## src/rtl/au_param_if.sv

```systemverilog
// Start/busy/done handshake and operand/result bus of the au_param arithmetic unit.
interface au_param_if #(parameter int unsigned W = 24);
    logic         start;
    logic [W-1:0] R_in;
    logic [W-1:0] S_in;
    logic [W-1:0] Iimm_in;
    logic [1:0]   op_sel;
    logic [1:0]   mul_y_sel;
    logic [W-1:0] result;
    logic         done;
    logic         busy;
    logic         ovf;
    logic         err;

    modport master (
        output start, R_in, S_in, Iimm_in, op_sel, mul_y_sel,
        input  result, done, busy, ovf, err
    );

    modport slave (
        input  start, R_in, S_in, Iimm_in, op_sel, mul_y_sel,
        output result, done, busy, ovf, err
    );
endinterface

```

## src/rtl/au_param.sv

```systemverilog
// Sign-magnitude fixed-point ADD/SUB/MULT unit with saturation; the iterative
// restoring divider for op 11 is compiled in only when AU_DIV_EN is defined.
module au_param #(
    parameter int unsigned W    = 24,
    parameter int unsigned FRAC = 14
) (
    input logic      clk,
    input logic      rst,
    au_param_if.slave bus
);
    localparam int unsigned M  = W - 1;
    localparam int unsigned SW = 2 * M + 1;
    localparam logic [M-1:0] MAX_MAG = '1;
`ifdef AU_DIV_EN
    localparam int unsigned N  = W - 1 + FRAC;
    localparam int unsigned CW = $clog2(N);
`endif

    typedef enum logic [1:0] {IDLE, EXEC, DIV, FIN} state_t;
    typedef enum logic [1:0] {OP_ADD, OP_SUB, OP_MUL, OP_DIV} op_t;

    state_t state, state_nx;
    op_t    op_q;
    logic          x_sign, y_sign;
    logic [M-1:0]  x_mag, y_mag;
    logic [SW-1:0] stage_mag;
    logic          stage_sign;
    logic [W-1:0]  y_in;
    logic [SW-1:0] exec_mag;
    logic          exec_sign;
    logic          eff_ysign;
    logic [SW-1:0] raw_mag;
    logic          raw_sign;
    logic [M-1:0]  out_mag;
    logic          out_sign;
    logic          fin_ovf, fin_err;

`ifdef AU_DIV_EN
    logic [N-1:0]  quo;
    logic [M-1:0]  rem;
    logic [CW-1:0] cnt;
    logic [M:0]    rem_sh;
    logic [M-1:0]  rem_sub;
    logic          div_ge;

    // Remainder stays below |Y|, so the M-bit wraparound subtract is exact.
    always_comb begin
        rem_sh  = {rem, quo[N-1]};
        div_ge  = (rem_sh >= {1'b0, y_mag});
        rem_sub = rem_sh[M-1:0] - y_mag;
    end
`endif

    always_comb begin
        y_in = bus.S_in;
        if (bus.op_sel[1]) begin
            case (bus.mul_y_sel)
                2'b01:   y_in = bus.Iimm_in;
                2'b10:   y_in = W'(1) << FRAC;
                default: y_in = bus.S_in;
            endcase
        end
    end

    always_comb begin
        state_nx = state;
        case (state)
            IDLE: begin
                if (bus.start) begin
`ifdef AU_DIV_EN
                    state_nx = (op_t'(bus.op_sel) == OP_DIV) ? DIV : EXEC;
`else
                    state_nx = EXEC;
`endif
                end
            end
            EXEC: state_nx = FIN;
            DIV: begin
`ifdef AU_DIV_EN
                if (y_mag == '0 || cnt == CW'(N - 1)) state_nx = FIN;
`else
                state_nx = IDLE;
`endif
            end
            FIN:     state_nx = IDLE;
            default: state_nx = IDLE;
        endcase
    end

    always_comb begin
        eff_ysign = y_sign ^ (op_q == OP_SUB);
        exec_mag  = '0;
        exec_sign = 1'b0;
        case (op_q)
            OP_ADD, OP_SUB: begin
                if (x_sign == eff_ysign) begin
                    exec_mag  = SW'(x_mag) + SW'(y_mag);
                    exec_sign = x_sign;
                end else if (x_mag >= y_mag) begin
                    exec_mag  = SW'(x_mag - y_mag);
                    exec_sign = x_sign;
                end else begin
                    exec_mag  = SW'(y_mag - x_mag);
                    exec_sign = eff_ysign;
                end
            end
            OP_MUL: begin
                exec_mag  = (SW'(x_mag) * SW'(y_mag) + (SW'(1) << (FRAC - 1))) >> FRAC;
                exec_sign = x_sign ^ y_sign;
            end
            default: begin
                exec_mag  = '0;
                exec_sign = 1'b0;
            end
        endcase
    end

    always_comb begin
        raw_mag  = stage_mag;
        raw_sign = stage_sign;
        fin_ovf  = 1'b0;
        fin_err  = 1'b0;
`ifdef AU_DIV_EN
        if (op_q == OP_DIV) begin
            raw_mag  = SW'(quo);
            raw_sign = x_sign ^ y_sign;
        end
`endif
        if (raw_mag > SW'(MAX_MAG)) begin
            out_mag = MAX_MAG;
            fin_ovf = 1'b1;
        end else begin
            out_mag = raw_mag[M-1:0];
        end
        out_sign = raw_sign;
`ifdef AU_DIV_EN
        if (op_q == OP_DIV && y_mag == '0) begin
            out_mag  = MAX_MAG;
            out_sign = x_sign;
            fin_ovf  = 1'b1;
        end
`else
        if (op_q == OP_DIV) begin
            out_mag = '0;
            fin_ovf = 1'b0;
            fin_err = 1'b1;
        end
`endif
        if (out_mag == '0) out_sign = 1'b0;
    end

    always_ff @(posedge clk) begin
        if (rst) state <= IDLE;
        else     state <= state_nx;
    end

    always_ff @(posedge clk) begin
        if (rst) begin
            op_q       <= OP_ADD;
            x_sign     <= 1'b0;
            x_mag      <= '0;
            y_sign     <= 1'b0;
            y_mag      <= '0;
            stage_mag  <= '0;
            stage_sign <= 1'b0;
            bus.result <= '0;
            bus.done   <= 1'b0;
            bus.ovf    <= 1'b0;
            bus.err    <= 1'b0;
`ifdef AU_DIV_EN
            quo        <= '0;
            rem        <= '0;
            cnt        <= '0;
`endif
        end else begin
            bus.done <= 1'b0;
            case (state)
                IDLE: begin
                    if (bus.start) begin
                        op_q   <= op_t'(bus.op_sel);
                        x_sign <= bus.R_in[W-1];
                        x_mag  <= bus.R_in[M-1:0];
                        y_sign <= y_in[W-1];
                        y_mag  <= y_in[M-1:0];
`ifdef AU_DIV_EN
                        quo    <= {bus.R_in[M-1:0], {FRAC{1'b0}}};
                        rem    <= '0;
                        cnt    <= '0;
`endif
                    end
                end
                EXEC: begin
                    stage_mag  <= exec_mag;
                    stage_sign <= exec_sign;
                end
                DIV: begin
`ifdef AU_DIV_EN
                    if (y_mag != '0) begin
                        quo <= {quo[N-2:0], div_ge};
                        rem <= div_ge ? rem_sub : rem_sh[M-1:0];
                        cnt <= cnt + CW'(1);
                    end
`endif
                end
                FIN: begin
                    bus.result <= {out_sign, out_mag};
                    bus.ovf    <= fin_ovf;
                    bus.err    <= fin_err;
                    bus.done   <= 1'b1;
                end
                default: ;
            endcase
        end
    end

    assign bus.busy = (state != IDLE);
endmodule

```

## src/flat_wrapper.sv

```systemverilog
// flat-port wrapper written by rule: the top's interface ports become plain ports
module au_param_flat 
#(
    parameter int unsigned W    = 24,
    parameter int unsigned FRAC = 14
)
  (clk, rst, bus_start, bus_R_in, bus_S_in, bus_Iimm_in, bus_op_sel, bus_mul_y_sel, bus_result, bus_done, bus_busy, bus_ovf, bus_err);
  au_param_if #(.W(W)) bus_i ();
  input logic clk;
  input logic rst;
  input wire logic [$bits(bus_i.start)-1:0] bus_start;
  input wire logic [$bits(bus_i.R_in)-1:0] bus_R_in;
  input wire logic [$bits(bus_i.S_in)-1:0] bus_S_in;
  input wire logic [$bits(bus_i.Iimm_in)-1:0] bus_Iimm_in;
  input wire logic [$bits(bus_i.op_sel)-1:0] bus_op_sel;
  input wire logic [$bits(bus_i.mul_y_sel)-1:0] bus_mul_y_sel;
  output wire logic [$bits(bus_i.result)-1:0] bus_result;
  output wire logic [$bits(bus_i.done)-1:0] bus_done;
  output wire logic [$bits(bus_i.busy)-1:0] bus_busy;
  output wire logic [$bits(bus_i.ovf)-1:0] bus_ovf;
  output wire logic [$bits(bus_i.err)-1:0] bus_err;
  assign bus_i.start = bus_start;
  assign bus_i.R_in = bus_R_in;
  assign bus_i.S_in = bus_S_in;
  assign bus_i.Iimm_in = bus_Iimm_in;
  assign bus_i.op_sel = bus_op_sel;
  assign bus_i.mul_y_sel = bus_mul_y_sel;
  assign bus_result = bus_i.result;
  assign bus_done = bus_i.done;
  assign bus_busy = bus_i.busy;
  assign bus_ovf = bus_i.ovf;
  assign bus_err = bus_i.err;
  au_param #(.W(W), .FRAC(FRAC)) u_core (.clk(clk), .rst(rst), .bus(bus_i));
endmodule
```

## config.mk

```make
export PLATFORM = sky130hd
export DESIGN_NAME = au_param_flat
export DESIGN_NICKNAME = d
export VERILOG_FILES = /design/src/rtl/au_param_if.sv /design/src/rtl/au_param.sv /design/src/flat_wrapper.sv
export SDC_FILE = /design/constraint.sdc
export NUM_CORES = 2
export LEC_CHECK = 0
export BUFFER_PORTS_ARGS = -buffer_cell sky130_fd_sc_hd__clkbuf_2
export CAP_MARGIN = 20
export CORE_MARGIN = 1
export CORE_UTILIZATION = 45
export CTS_BUF_LIST = sky130_fd_sc_hd__clkbuf_2
export DETAILED_ROUTE_END_ITERATION = 12
export HOLD_SLACK_MARGIN = 0.03
export SLEW_MARGIN = 40
export SYNTH_ARGS = -nofsm -noshare
export SYNTH_HDL_FRONTEND = slang
export SYNTH_SLANG_ARGS = --single-unit
```

## constraint.sdc

```tcl
create_clock -name clk -period 8.3 [get_ports clk]
set_clock_uncertainty 0.15 [all_clocks]
set_input_delay 0.83 -clock clk [delete_from_list [all_inputs] [get_ports clk]]
set_output_delay 0.83 -clock clk [all_outputs]
set_load 0.05 [all_outputs]
```

==> impl_metrics.py <==
metrics = {
    "setup_path": {
        "cp_max_fo": 10,
        "worst_r2r_path_depth": 24,
        "cp-start-kind": "register",
        "rrSetupSlack_ps": 250,
        "rr_endpoint": "u_core.raw_mag[26]",
        "end_kind": "register",
        "worstPathCellList": "inv_1 -> nor2_1 -> fa_1 -> inv_1 -> fa_1 -> inv_1 -> fa_1 -> fa_1 -> fa_1 -> fa_1 -> inv_1 -> fa_1 -> inv_1 -> ha_1 -> and4_1 -> nand2_1 -> or3_1 -> o22ai_1 -> o21ai_1 -> o21ai_1 -> a21oi_1 -> o21bai_1 -> a31oi_1 -> or3b_1",
        "critical_path.reg2reg.startpoint": "u_core.x_mag[9]",
        "arrival_ps": 8800,
        "crit_slowest_cell": "fa_1",
        "crit_end": "u_core.raw_mag[26]",
        "worst-setup-path-type": "register to register",
        "cpPeakStageDelay_ps": 580,
        "worst_ep_required_time_ps": 9050,
        "worstSetupStartpoint": "u_core.x_mag[9]",
        "cp_common_cell": "fa_1",
    },
    "sta": {
        "slew_headroom_pct": 43.0,
        "fmax_mhz": 124,
        "hold_violations": 0,
        "tns_ps": 0,
        "tightest_slew_ps": 855,
        "worst_slack_ps": 248,
        "finalSetupViolCount": 0,
        "fin_crit_sh_pct": 97.0,
        "rsz0062_at_grt": "no",
        "finalCriticalPeriod_ps": 8050,
        "maxSlewViolCount": 0,
    },
    "clock_tree": {
        "clk_latency_ps": 1050,
        "clk_pin_slew_worst_paths_ps": 360,
        "post_cts_buffers": 0,
        "clkSinkCount": 114,
        "root_buffer": "clkbuf_2",
        "cts-buffers-inserted": 17,
        "cts_max_level": 4,
        "clock_tree.buffer_depth": 2,
        "tritoncts": "done",
    },
    "routing": {
        "firstDrtPassIters": 5,
        "viasPerCell": 5.66,
        "drc_errors": 0,
        "vias": 22300,
        "dr.first_iter.drc_count": 1815,
        "drtAntennaViolNets": 0,
        "routedWlPerCell_um": 23.4,
        "drt-total-wl_mm": 92.3,
    },
    "yosys": {
        "ys_ff_latch": 114,
        "synthCells": 3078,
        "synth.yosys.warnings": 0,
        "avgSynthCellArea_um2": 8.10,
        "synth_top_area_share_pct": 35.7,
        "synth_area_um2": 24900,
        "synth-async-reset-ratio_pct": 0,
        "ys_types": 84,
        "synth_edf_count": 0,
        "yosys.area.top_type": "fa_1",
        "yosysMostFrequentCell": "inv_1",
        "yosys-top-cells-count": "inv_1, nand2_1, fa_1",
        "synth_ff_type": "dfxtp_1",
        "ys_top_cells_by_area": "fa_1, ha_1, inv_1, dfxtp_1, nand2_1",
        "mappedNetlistNets": 3863,
        "synth-seq-area-share_pct": 9.16,
    },
    "grt": {
        "grt_max_degree": 79,
        "grt_overflow_total": 0,
        "antenna_found_initial": 2,
        "grt_pass1_wl_mm": 141,
        "track_usage_pct": 33.8,
        "grt_pass1_vias": 23600,
    },
    "pwr": {
        "vdd_drop_max_uv": 94.9,
        "power_density_nw_per_um2": 108,
        "p_leak_uw": 0.0137,
    },
    "floorplanning": {
        "initial_core_util_pct": 45.9,
        "core_area_um2": 54200,
        "dieArea_um2": 56300,
        "fp.dieW_um": 237,
        "num_rows": 85,
        "die_y_um": 237,
        "pin_count": 107,
    },
    "placed_design": {
        "dp.cells": 3832,
        "gp_congestion": 1.01,
        "pre_cts_ws_ps": 266,
        "dp.final_hpwl_mm": 75.1,
        "port_buffers": 106,
    },
    "min_path": {
        "min_path_type": "input port to register",
        "whs_path_depth": 5,
    },
    "cells_and_area": {
        "final_cells": 3940,
        "final_nets": 4014,
        "area.growth.synth_to_final_pct": 10.6,
        "drive_gt1_share_pct": 8.79,
    },
    "status": {
        "status": "finished clean",
    },
    "job": {
        "drv_cap": 0,
    },
}
## worst max-delay path: cells and delay by family (launching register included)
family / cells / cell delay [ps]
DFF: 1 / 480
buffers and inverters: 5 / 700
and+or+nand+nor: 5 / 1120
AOI/OAI and AO/OA: 6 / 1560
adders and majority gates: 8 / 3960
## per-stage QoR
| stage | hold slack, ps | utilization [%] | power (µW) | area, µm² |
|---|---|---|---|---|
| CTS | 124 | 50.8 | 2950 | 27500 |
| detailed placement | 282 | 48.9 | 2430 | 26500 |
| floorplan | 286 | - | 1780 | 24900 |
| global placement | 277 | 48.9 | 2420 | 26500 |
| finish | 188 | 50.8 | 2970 | 27600 |
| global route | 197 | 50.8 | 3150 | 27600 |
## final cells by class
type | count | area, µm²
inverters | 622 | 2340
clock buffers | 17 | 85.1
fillers | 5346 | 26700
well taps | 696 | 871
clock inverters | 15 | 173
diodes | 2 | 5.00
multi-input cells | 2185 | 19700
repair buffers | 289 | 2100
flip-flops and latches | 114 | 2290
## routing by layer
| layer | global-route usage, % | share of wire, % | vias to the layer above |
|---|---|---|---|
| li1 | - | - | 9882 |
| met1 | 43.2 | 40 | 11300 |
| met2 | 56.7 | 48 | 938 |
| met3 | 4.77 | 6.9 | 191 |
| met4 | 15.6 | 4.6 | 4 |
| met5 | 0 | 0.028 | - |
## where the power goes
part	switching, µW	internal, µW
registers	48.3	590
clock network	320	151
logic	1220	638
total	1590	1380
## what timing repair did
action                                 CTS  global route
resized for setup                        0             6
endpoints found under the hold margin   51             0
setup endpoints to repair                0             4
hold buffers                            74             0
## cells in the final DEF (no fill, tap or decap), drive strengths merged, types with 21 or more instances in the layout
cell,n
ha,261
nor2,350
inv,619
nand3,43
dlygate4sd3,74
fa,445
xnor2,34
o21bai,21
a21oi,143
nor3,31
nand2,451
dfxtp,114
o21ai,90
clkbuf,122
a311oi,26
buf,110
## flip-flops by register name (all words and copies together) (netlist names)
signal	count
u_core.raw_mag	34
u_core.op_q	2
u_core.raw_sign	1
u_core.bus.err	1
u_core.bus.ovf	1
u_core.y_mag	23
u_core.bus.done	1
u_core.bus.result	24
u_core.x_sign	1
u_core.x_mag	23
u_core.y_sign	1
u_core.state	2
## how the worst min path moves through the flow
stage	endpoint	start
after floorplan	u_core.raw_mag[45]	u_core.raw_mag[45]
after detailed placement	u_core.bus.result[21]	u_core.bus.result[21]
final	u_core.y_mag[14]	bus_Iimm_in[14]
after global routing	u_core.y_mag[14]	bus_Iimm_in[14]
after CTS	u_core.y_mag[14]	bus_Iimm_in[14]
after global placement	u_core.bus.result[0]	u_core.bus.result[0]
## cells by family (layout without fill, tap and decap cells)
group                    after synthesis  in the layout  synth area share, %
AND/OR/NAND/NOR                      994            994                 16.8
multiplexers                           9              9                0.367
adder cells (fa/ha/maj)              706            706                 48.9
other                                  0              2                    0
buffers and inverters                779            943                 11.9
flip-flops                           114            114                 9.16
XOR/XNOR                              50             50                 1.76
AO/OA/AOI/OAI                        426            426                 11.2
Power figures use the tool's default switching activity.
